`src/rtl/dtw_accel_s00_axis_if.sv`:
```
// AXI4-Stream beat bundle between the host DMA (master) and the DTW accelerator front end (slave).
interface dtw_accel_s00_axis_if #(
    parameter int unsigned DataWidth = 32
);
    logic                   tvalid;
    logic                   tready;
    logic [DataWidth-1:0]   tdata;
    logic [DataWidth/8-1:0] tstrb;
    logic                   tlast;

    modport master (output tvalid, output tdata, output tstrb, output tlast, input tready);
    modport slave  (input tvalid, input tdata, input tstrb, input tlast, output tready);
endinterface

```
`src/rtl/dtw_accel_s00_axis.sv`:
```
// AXI4-Stream slave front end: tagged FIFO with registered core read port and packet tracking.
// Optional TSTRB checking is enabled by defining DTW_S_AXIS_TSTRB_CHECK_EN.
module dtw_accel_s00_axis #(
    parameter int unsigned C_S_AXIS_TDATA_WIDTH = 32,
    parameter int unsigned FIFO_DEPTH           = 16,
    localparam int unsigned AddrW               = $clog2(FIFO_DEPTH),
    localparam int unsigned CntW                = AddrW + 1
) (
    input  logic                            S_AXIS_ACLK,
    input  logic                            S_AXIS_ARESETN,
    dtw_accel_s00_axis_if.slave             s_axis,
    input  logic                            dtw_fifo_rden,
    output logic [C_S_AXIS_TDATA_WIDTH-1:0] dtw_fifo_dout,
    output logic                            dtw_fifo_last,
    output logic                            dtw_fifo_empty,
    output logic [CntW-1:0]                 dtw_fifo_count,
    output logic                            pkt_busy,
    output logic [15:0]                     pkt_count,
    output logic [15:0]                     pkt_len,
    output logic                            strb_err
);
    localparam int unsigned W = C_S_AXIS_TDATA_WIDTH;

    typedef enum logic [0:0] {StIdle, StRecv} state_e;

    logic [W:0]       mem [FIFO_DEPTH];
    logic [AddrW-1:0] wr_ptr_q, wr_ptr_d, rd_ptr_q, rd_ptr_d;
    logic [CntW-1:0]  count_q, count_d;
    logic [W-1:0]     dout_q, dout_d;
    logic             last_q, last_d;
    state_e           state_q, state_d;
    logic [15:0]      wcnt_q, wcnt_d, wcnt_inc;
    logic [15:0]      pkt_count_q, pkt_count_d;
    logic [15:0]      pkt_len_q, pkt_len_d;
    logic             strb_err_q, strb_err_d;
    logic             wr_en, rd_en;
    logic [W:0]       rd_word;

    // Ready comes from the registered count only, so no input reaches it combinationally.
    assign s_axis.tready = (count_q != CntW'(FIFO_DEPTH));
    assign wr_en         = s_axis.tvalid & s_axis.tready;
    assign rd_en         = dtw_fifo_rden & (count_q != '0);
    assign rd_word       = mem[rd_ptr_q];
    assign wcnt_inc      = (wcnt_q == 16'hFFFF) ? 16'hFFFF : wcnt_q + 16'd1;

    always_comb begin
        wr_ptr_d    = wr_en ? wr_ptr_q + 1'b1 : wr_ptr_q;
        rd_ptr_d    = rd_en ? rd_ptr_q + 1'b1 : rd_ptr_q;
        count_d     = count_q;
        dout_d      = dout_q;
        last_d      = last_q;
        state_d     = state_q;
        wcnt_d      = wcnt_q;
        pkt_count_d = pkt_count_q;
        pkt_len_d   = pkt_len_q;
        strb_err_d  = strb_err_q;

        if (wr_en && !rd_en) count_d = count_q + 1'b1;
        if (rd_en && !wr_en) count_d = count_q - 1'b1;
        if (rd_en) begin
            dout_d = rd_word[W-1:0];
            last_d = rd_word[W];
        end

        if (wr_en) begin
            if (s_axis.tlast) begin
                state_d     = StIdle;
                pkt_count_d = pkt_count_q + 16'd1;
                pkt_len_d   = (state_q == StRecv) ? wcnt_inc : 16'd1;
            end else if (state_q == StIdle) begin
                state_d = StRecv;
                wcnt_d  = 16'd1;
            end else begin
                wcnt_d = wcnt_inc;
            end
        end

`ifdef DTW_S_AXIS_TSTRB_CHECK_EN
        if (wr_en && (s_axis.tstrb != '1)) strb_err_d = 1'b1;
`endif
    end

    always_ff @(posedge S_AXIS_ACLK or negedge S_AXIS_ARESETN) begin
        if (!S_AXIS_ARESETN) begin
            wr_ptr_q    <= '0;
            rd_ptr_q    <= '0;
            count_q     <= '0;
            dout_q      <= '0;
            last_q      <= 1'b0;
            state_q     <= StIdle;
            wcnt_q      <= '0;
            pkt_count_q <= '0;
            pkt_len_q   <= '0;
            strb_err_q  <= 1'b0;
        end else begin
            wr_ptr_q    <= wr_ptr_d;
            rd_ptr_q    <= rd_ptr_d;
            count_q     <= count_d;
            dout_q      <= dout_d;
            last_q      <= last_d;
            state_q     <= state_d;
            wcnt_q      <= wcnt_d;
            pkt_count_q <= pkt_count_d;
            pkt_len_q   <= pkt_len_d;
            strb_err_q  <= strb_err_d;
        end
    end

    // Storage is not reset; stale words are unreachable once the pointers clear.
    always_ff @(posedge S_AXIS_ACLK) begin
        if (wr_en) mem[wr_ptr_q] <= {s_axis.tlast, s_axis.tdata};
    end

`ifndef DTW_S_AXIS_TSTRB_CHECK_EN
    logic unused_tstrb;
    assign unused_tstrb = ^s_axis.tstrb;
`endif

    assign dtw_fifo_dout  = dout_q;
    assign dtw_fifo_last  = last_q;
    assign dtw_fifo_empty = (count_q == '0);
    assign dtw_fifo_count = count_q;
    assign pkt_busy       = (state_q == StRecv);
    assign pkt_count      = pkt_count_q;
    assign pkt_len        = pkt_len_q;
    assign strb_err       = strb_err_q;
endmodule

```
`src/flat_wrapper.sv`:
```
// flat-port wrapper written by rule: the top's interface ports become plain ports
module dtw_accel_s00_axis_flat 
#(
    parameter int unsigned C_S_AXIS_TDATA_WIDTH = 32,
    parameter int unsigned FIFO_DEPTH           = 16,
    localparam int unsigned AddrW               = $clog2(FIFO_DEPTH),
    localparam int unsigned CntW                = AddrW + 1
)
  (S_AXIS_ACLK, S_AXIS_ARESETN, dtw_fifo_rden, dtw_fifo_dout, dtw_fifo_last, dtw_fifo_empty, dtw_fifo_count, pkt_busy, pkt_count, pkt_len, strb_err, s_axis_tvalid, s_axis_tdata, s_axis_tstrb, s_axis_tlast, s_axis_tready);
  dtw_accel_s00_axis_if #(.DataWidth((32))) s_axis_i ();
  input  logic S_AXIS_ACLK;
  input  logic S_AXIS_ARESETN;
  input  logic dtw_fifo_rden;
  output logic [C_S_AXIS_TDATA_WIDTH-1:0] dtw_fifo_dout;
  output logic dtw_fifo_last;
  output logic dtw_fifo_empty;
  output logic [CntW-1:0] dtw_fifo_count;
  output logic pkt_busy;
  output logic [15:0] pkt_count;
  output logic [15:0] pkt_len;
  output logic strb_err;
  input wire logic [$bits(s_axis_i.tvalid)-1:0] s_axis_tvalid;
  input wire logic [$bits(s_axis_i.tdata)-1:0] s_axis_tdata;
  input wire logic [$bits(s_axis_i.tstrb)-1:0] s_axis_tstrb;
  input wire logic [$bits(s_axis_i.tlast)-1:0] s_axis_tlast;
  output wire logic [$bits(s_axis_i.tready)-1:0] s_axis_tready;
  assign s_axis_i.tvalid = s_axis_tvalid;
  assign s_axis_i.tdata = s_axis_tdata;
  assign s_axis_i.tstrb = s_axis_tstrb;
  assign s_axis_i.tlast = s_axis_tlast;
  assign s_axis_tready = s_axis_i.tready;
  dtw_accel_s00_axis #(.C_S_AXIS_TDATA_WIDTH(C_S_AXIS_TDATA_WIDTH), .FIFO_DEPTH(FIFO_DEPTH)) u_core (.S_AXIS_ACLK(S_AXIS_ACLK), .S_AXIS_ARESETN(S_AXIS_ARESETN), .s_axis(s_axis_i), .dtw_fifo_rden(dtw_fifo_rden), .dtw_fifo_dout(dtw_fifo_dout), .dtw_fifo_last(dtw_fifo_last), .dtw_fifo_empty(dtw_fifo_empty), .dtw_fifo_count(dtw_fifo_count), .pkt_busy(pkt_busy), .pkt_count(pkt_count), .pkt_len(pkt_len), .strb_err(strb_err));
endmodule
```
`config.mk`:
```
export PLATFORM = sky130hd
export DESIGN_NAME = dtw_accel_s00_axis_flat
export DESIGN_NICKNAME = d
export VERILOG_FILES = /design/src/rtl/dtw_accel_s00_axis_if.sv /design/src/rtl/dtw_accel_s00_axis.sv /design/src/flat_wrapper.sv
export SDC_FILE = /design/constraint.sdc
export NUM_CORES = 1
export LEC_CHECK = 0
export ABC_AREA = 1
export BUFFER_PORTS_ARGS = -buffer_cell sky130_fd_sc_hd__buf_4
export CORE_MARGIN = 2
export CORE_UTILIZATION = 29
export DETAILED_ROUTE_END_ITERATION = 7
export SYNTH_ARGS = -nofsm -noshare
export SYNTH_HDL_FRONTEND = slang
export SYNTH_SLANG_ARGS = --single-unit
export TNS_END_PERCENT = 1
```
`constraint.sdc`:
```
create_clock -name S_AXIS_ACLK -period 4.4 [get_ports S_AXIS_ACLK]
set_input_delay 0.44 -clock S_AXIS_ACLK [delete_from_list [all_inputs] [get_ports S_AXIS_ACLK]]
set_output_delay 0.44 -clock S_AXIS_ACLK [all_outputs]
set_load 0.02 [all_outputs]
```
## After elaboration in Yosys (flattened, before gate mapping)

Memory sizes are Yosys's and may differ from the RTL's. A register that Yosys moved wholly into a read port is not among the register bits.
Index checks and enable logic that the tools add are counted.

| storage, ports and cells | value |
|---|---|
| register bits | 62 |
| RAM bits | 528 |
| logic and storage cells | 36 |
| memories | 1 |

| operators by class | value |
|---|---|
| equality and inequality tests | 2 |
| $add $sub $neg | 6 |
| mux-type cells | 7 |
| reduce and logical (&&, ||, !) cells | 10 |
| bitwise logic cells | 3 |

Memories:

| name | words | bits a word | read ports | clocked after memory_dff | write ports | RTL line | source |
|---|---|---|---|---|---|---|---|
| u_core.mem | 16 | 33 | 1 | 1 | 1 | dtw_accel_s00_axis.sv:26 | `logic [W:0] mem [FIFO_DEPTH];` |

Operators by type and width:

| operator | count |
|---|---|
| $add 16x1->16 const B | 2 |
| $mux 16 | 2 |
| $eq 16x16->1 const B | 1 |
| $mux 5 | 2 |
| $add 4x1->4 const B | 2 |
| $add 5x1->5 const B | 1 |
| $logic_not 5->1 | 1 |
| $ne 5x5->1 const B | 1 |
| $reduce_bool 5->1 | 1 |
| $sub 5x1->5 const B | 1 |
| $reduce_and 2->1 | 2 |
| $logic_not 1->1 | 3 |
| $mux 1 | 3 |
| $and 1x1->1 | 2 |
| $logic_and 1x1->1 | 2 |
| $reduce_bool 2->1 | 1 |
| $not 1->1 | 1 |

## Logic depth before layout (Yosys ltp)

| depth | value |
|---|---|
| depth in word-level cells | 6 |
| gate-level depth with buffers | 16 |
| gate-level depth less buffers | 15 |

## Least setup slack after synthesis

OpenSTA, ideal clock, no wires.

| timing | value |
|---|---|
| path type | reg-to-reg |
| start point | reg u_core.count_q[0], in the netlist u_core.dtw_fifo_count[0] |
| end point | mem u_core.mem[0][0] (netlist name), enable pin |
| data required time | 3.977 ns |
| data arrival time | 2.602 ns |
| path slack | 1.375 ns |
| path buffers | 0 |
| period minus slack after synthesis | 3.025 ns |
| cell stages (with the launch flop) | 7 |
| cells stage by stage | dfrtp_1 > inv_2 > nand4_2 > nand2_4 > inv_1 > nand2_1 > nor2_1 |

| between the ends | value |
|---|---|
| longest elaborated chain between the ends | 4 |

Ends and longest elaborated chain:

| what | RTL line | source |
|---|---|---|
| from (decl) | dtw_accel_s00_axis.sv:28 | `logic [CntW-1:0] count_q, count_d;` |
| from (signal assigned) | dtw_accel_s00_axis.sv:98 | `count_q <= count_d;` |
| $ne 5x5->1 | dtw_accel_s00_axis.sv:40 | `assign s_axis.tready = (count_q != CntW'(FIFO_DEPTH));` |
| via s_axis_tready | flat_wrapper.sv:26 | `output wire logic [$bits(s_axis_i.tready)-1:0] s_axis_tready;` |
| $and 1x1->1 | dtw_accel_s00_axis.sv:41 | `assign wr_en = s_axis.tvalid & s_axis.tready;` |
| $mux 1 | dtw_accel_s00_axis.sv:111 | `if (wr_en) mem[wr_ptr_q] <= {s_axis.tlast, s_axis.tdata};` |
| $mux 1 (implied by the code) | dtw_accel_s00_axis.sv:111 |  |
| to (decl) | dtw_accel_s00_axis.sv:26 |  |

The timed path passes the listed nets, and every way through them passes these cells.

## Worst setup path after layout

| timing | value |
|---|---|
| start point | reg u_core.count_q[0], in the netlist u_core.dtw_fifo_count[0] |
| end point | mem u_core.mem[1][32] (netlist name), enable pin |

| between the ends | value |
|---|---|
| longest elaborated chain between the ends | 4 |

Ends and longest elaborated chain:

| what | RTL line |
|---|---|
| $ne 5x5->1 | dtw_accel_s00_axis.sv:40 |
| $and 1x1->1 | dtw_accel_s00_axis.sv:41 |
| $mux 1 | dtw_accel_s00_axis.sv:111 |
| $mux 1 (implied by the code) | dtw_accel_s00_axis.sv:111 |

Every way passes these cells.

==> results.md <==
- The maximum level of the CTS H-tree is 2.
- Setup slack on the worst reg-to-reg path comes out at 1560 ps.
- TritonCTS built the clock tree.
- The count of max-cap constraint violations is 0.
- The setup fix buffers added after clock tree synthesis is 0.
- The worst setup path is captured at a flop.
- The count of unique library cells instantiated by Yosys is 38.
- At the placement stage, the worst setup path has a slack of 1620 ps.
- Counting instances in the post-synthesis netlist gives the leading cell types as nand2_1, edfxtp_1, nand3_1, dfrtp_1, buf_2.
- The sink count of the clock tree is 623.
- The power share of the clock group is 27.1%.
- For this run, design rule violations remaining after detail routing come to 0.
- At the worst endpoint, the arrival time is 3090 ps.
- The ratio of total power to cell area is 628 nW/µm².
- The worst register-to-register path ends at u_core.mem[1][32].
- By instance count, the leading cell after synthesis is nand2_1.
- In this run the worst path has a maximum fanout of 18.
- The most critical setup path has its endpoint at u_core.mem[1][32].
- Summed over all nets, the switching power comes to 6.96 mW.
- The initial standard-cell utilization of the core is 29.2%.
- The peak supply drop is roughly 0.55 mV.
- The first-pass iteration count of the detailed router is 7.
- STA classifies the critical path startpoint as a flop.
- The logic depth of the worst register-to-register path is 7.
- The mean post-synth cell area is 11.2 µm².
- The pin count of the biggest net entering global routing is 176.
- The share of the clock period used by the worst path is 64.6%.
- The data required time of the worst path is around 4700 ps.
- The first routing iteration left 1,225 violations.
- The HPWL after detailed placement is 35,500 µm.
- The net count of the finished layout is 2,469.
- Clock-pin slew was measured on the worst setup and hold paths at 60 ps.
- The number of buffers between clock root and the deepest sink is 3.
- The actual slew at the worst max-slew pin is between 1000 and 1500 ps.
- The first global-routing pass estimated 101,000 µm of wire.
- The filler cells instantiated in the layout total 8,863.
- Cell internal power was estimated by the tool at 11.8 mW.
- Global routing consumed, over all layers together, 14.0% of the routing resources.
- The mapped netlist covers 26,100 µm².
- The worst setup path is of the reg -> reg kind.
- The final hold violation count is 0.
- The cell type with the largest total area after synthesis is edfxtp_1.
- The share of total power dissipated in combinational logic is approximately 33%.
- The worst hold-check slack is 96.8 ps.
- The later-pin clock latency in the skew report is 640 ps.
- Counting the buffers created by CTS gives a little over 60.
- The worst min-delay path class is in -> reg.
- Setup repair after global routing left no endpoint under its margin.
- The clock root buffer is clkbuf_16.
- For this run, asynchronously set or reset flops after synthesis account for 15.2%.
- The flow ran to the end, and the final reports show no timing, DRC or antenna violations.
- The die height is 304 µm.
- The final-report max-slew violation count came to 0.
- The worst clock skew is roughly 48 ps.
- Setup violations remaining at the end of the flow were counted as 0.
- The number of vias in the routed layout is about 17,000.
- Setup slack on the critical path of the routed design comes to 1560 ps.
- Net switching is 37.0% of the power.
- 115 I/O pins were placed.
- In this run the standard cell core region covers 89,600 µm².
- Per report_power, the sequential group accounts for 40.2% of the total.
- Counting flops with a built-in enable in the synthesized netlist gives 528.
- The number of synthesized register bits is between 600 and 700.
- The final wirelength is 65,600 µm.
- Dividing the detail-routed wire length by the instance count gives 18.0 µm.
- The top-area cell type share of the netlist area is between 60% and 70%.
- The sequential cell area fraction in the yosys report is 69.8%.
- The via-per-instance ratio is 4.66.
- The most critical setup path has its startpoint at u_core.dtw_fifo_count[0].
- The number of antenna violations at the first check in global routing is 3.
- The area growth from synthesis to layout is 14.5%.
- The shortest period the worst path allows is approximately 2800 ps.
- The number of placed instances, taps included, is 3,528.
- The die covers 92,500 µm².
- The reg-to-reg startpoint is u_core.dtw_fifo_count[0].
- The via count of the first global-routing pass was 16,639.
- The final global-route overflow total is 0.
- Of the cells placed in the final design, the portion with a size suffix greater than 1 is 11.4%.
- In the synthesized netlist the dominant register cell turns out to be edfxtp_1.
- By area the synthesized netlist is led by edfxtp_1, nand2_1, dfrtp_1.
- Gates resized during post-CTS repair numbered 0.
- Headroom to the max-slew limit came out at 28.9%.
- The setup TNS after final layout is 0 ps.
- The static leakage is 11.6 nW.
- The gate count after technology mapping is ~2,300.
- Excluding fillers, the count of instances in the completed layout stands at 3,646.
- The number of placement rows is 110.
- The routability congestion estimate is 0.784.
- For this run, the number of Yosys warnings is 0.
- The count of buffers inserted at the top-level ports is 109.
- The fmax is 352 MHz.
- In this run the remaining antenna-violating nets after routing total 0.
- The number of nets in the synthesized netlist is 2,390.
- The die span in x is 304 µm.
power groups by stage:
stage                     logic, mW  registers [mW]  clock network [mW]
after floorplan                4.24            7.80                   0
after global placement         6.17            7.66                   0
after detailed placement       6.21            7.68                   0
after CTS                      6.24            7.56                5.19
after global routing           6.87            7.63                5.42
final                          6.12            7.56                5.10
registers in the layout, indices dropped and copies added, names as in the netlist:
register	count
u_core.mem	528
u_core.pkt_count	16
u_core.rd_ptr_q	4
u_core.pkt_busy	1
u_core.dtw_fifo_dout	32
u_core.dtw_fifo_last	1
u_core.wr_ptr_q	4
u_core.wcnt_q	16
u_core.dtw_fifo_count	5
u_core.pkt_len	16
through the flow:
stage	total power, mW	instance area [µm²]	utilization (%)
global placement	13.8	28000	31.2
finish	18.8	29900	33.4
detailed placement	13.9	28000	31.2
floorplan	12.0	26100	-
CTS	19.0	29900	33.4
global route	19.9	29900	33.4
area by class of cell:
| class | instances | area [µm²] | share of cell area [%] |
|---|---|---|---|
| well taps | 1176 | 1470 | 4.92 |
| multi-input cells | 1526 | 6880 | 23.0 |
| diodes | 1 | 2.50 | 0.00836 |
| repair buffers | 146 | 1160 | 3.88 |
| clock inverters | 27 | 254 | 0.849 |
| clock buffers | 89 | 1680 | 5.62 |
| flip-flops and latches | 623 | 18200 | 61.0 |
| inverters | 58 | 228 | 0.761 |
cell usage in the layout (no fill, tap or decap), drive strengths merged:
cell type    netlist  routed
nand2            945     945
edfxtp           528     528
nand3            444     444
buf              118     145
dfrtp             95      95
clkbuf            12      89
inv               57      61
nor2              46      46
o21ai             30      30
clkinv             1      18
xor2              17      17
ha                11      11
nand4              8       8
nor3               7       7
a21oi              6       6
xnor2              6       6
clkinvlp           0       3
bufinv             0       3
diode              0       1
or2                1       1
and3               1       1
a21boi             1       1
a31oi              1       1
fa                 1       1
conb               1       1
dlygate4sd3        0       1
cell families after synthesis:
family,count (synthesis),share of synthesized area (%)
fa+ha+maj,12,0.603
other cells,1,0.0144
xor+xnor,23,0.771
compound gates,38,0.757
simple gates,1452,23.7
buf+inv,188,4.34
flops,623,69.8
worst max-delay path, cell delays in order (launching register included):
cell and delay, ps:
dfrtp_1 420, inv_2 80, nand4_2 120, nand2_4 150, inv_1 200, nand2_1 280, nor2_4 640, buf_4 510
worst min path at each step:
| stage | startpoint | end | depth (start not counted) |
|---|---|---|---|
| floorplan | S_AXIS_ARESETN | u_core.dtw_fifo_count[0] | 0 |
| global placement | u_core.dtw_fifo_dout[18] | u_core.dtw_fifo_dout[18] | 2 |
| detailed placement | u_core.dtw_fifo_dout[4] | u_core.dtw_fifo_dout[4] | 2 |
| CTS | s_axis_tdata[4] | u_core.mem[7][4] | 1 |
| global route | s_axis_tdata[18] | u_core.mem[10][18] | 1 |
| finish | s_axis_tdata[17] | u_core.mem[4][17] | 1 |
per-layer routing:
metal | track usage (%) | part of all wire [%] | vias to the layer above | wire length [µm]
li1 | - | - | 8136 | -
met1 | 18.6 | 44 | 8333 | 28800
met2 | 23.7 | 48 | 442 | 31700
met3 | 2.14 | 5.6 | 93 | 3680
met4 | 3.79 | 2.0 | 4 | 1290
met5 | 0 | 0.041 | - | 27
timing repair:
item / CTS / global route
hold buffers: 1 / 0
endpoints found under the setup margin: 0 / 0
hold endpoints to repair: 2 / 0
Power figures use the tool's default switching activity.
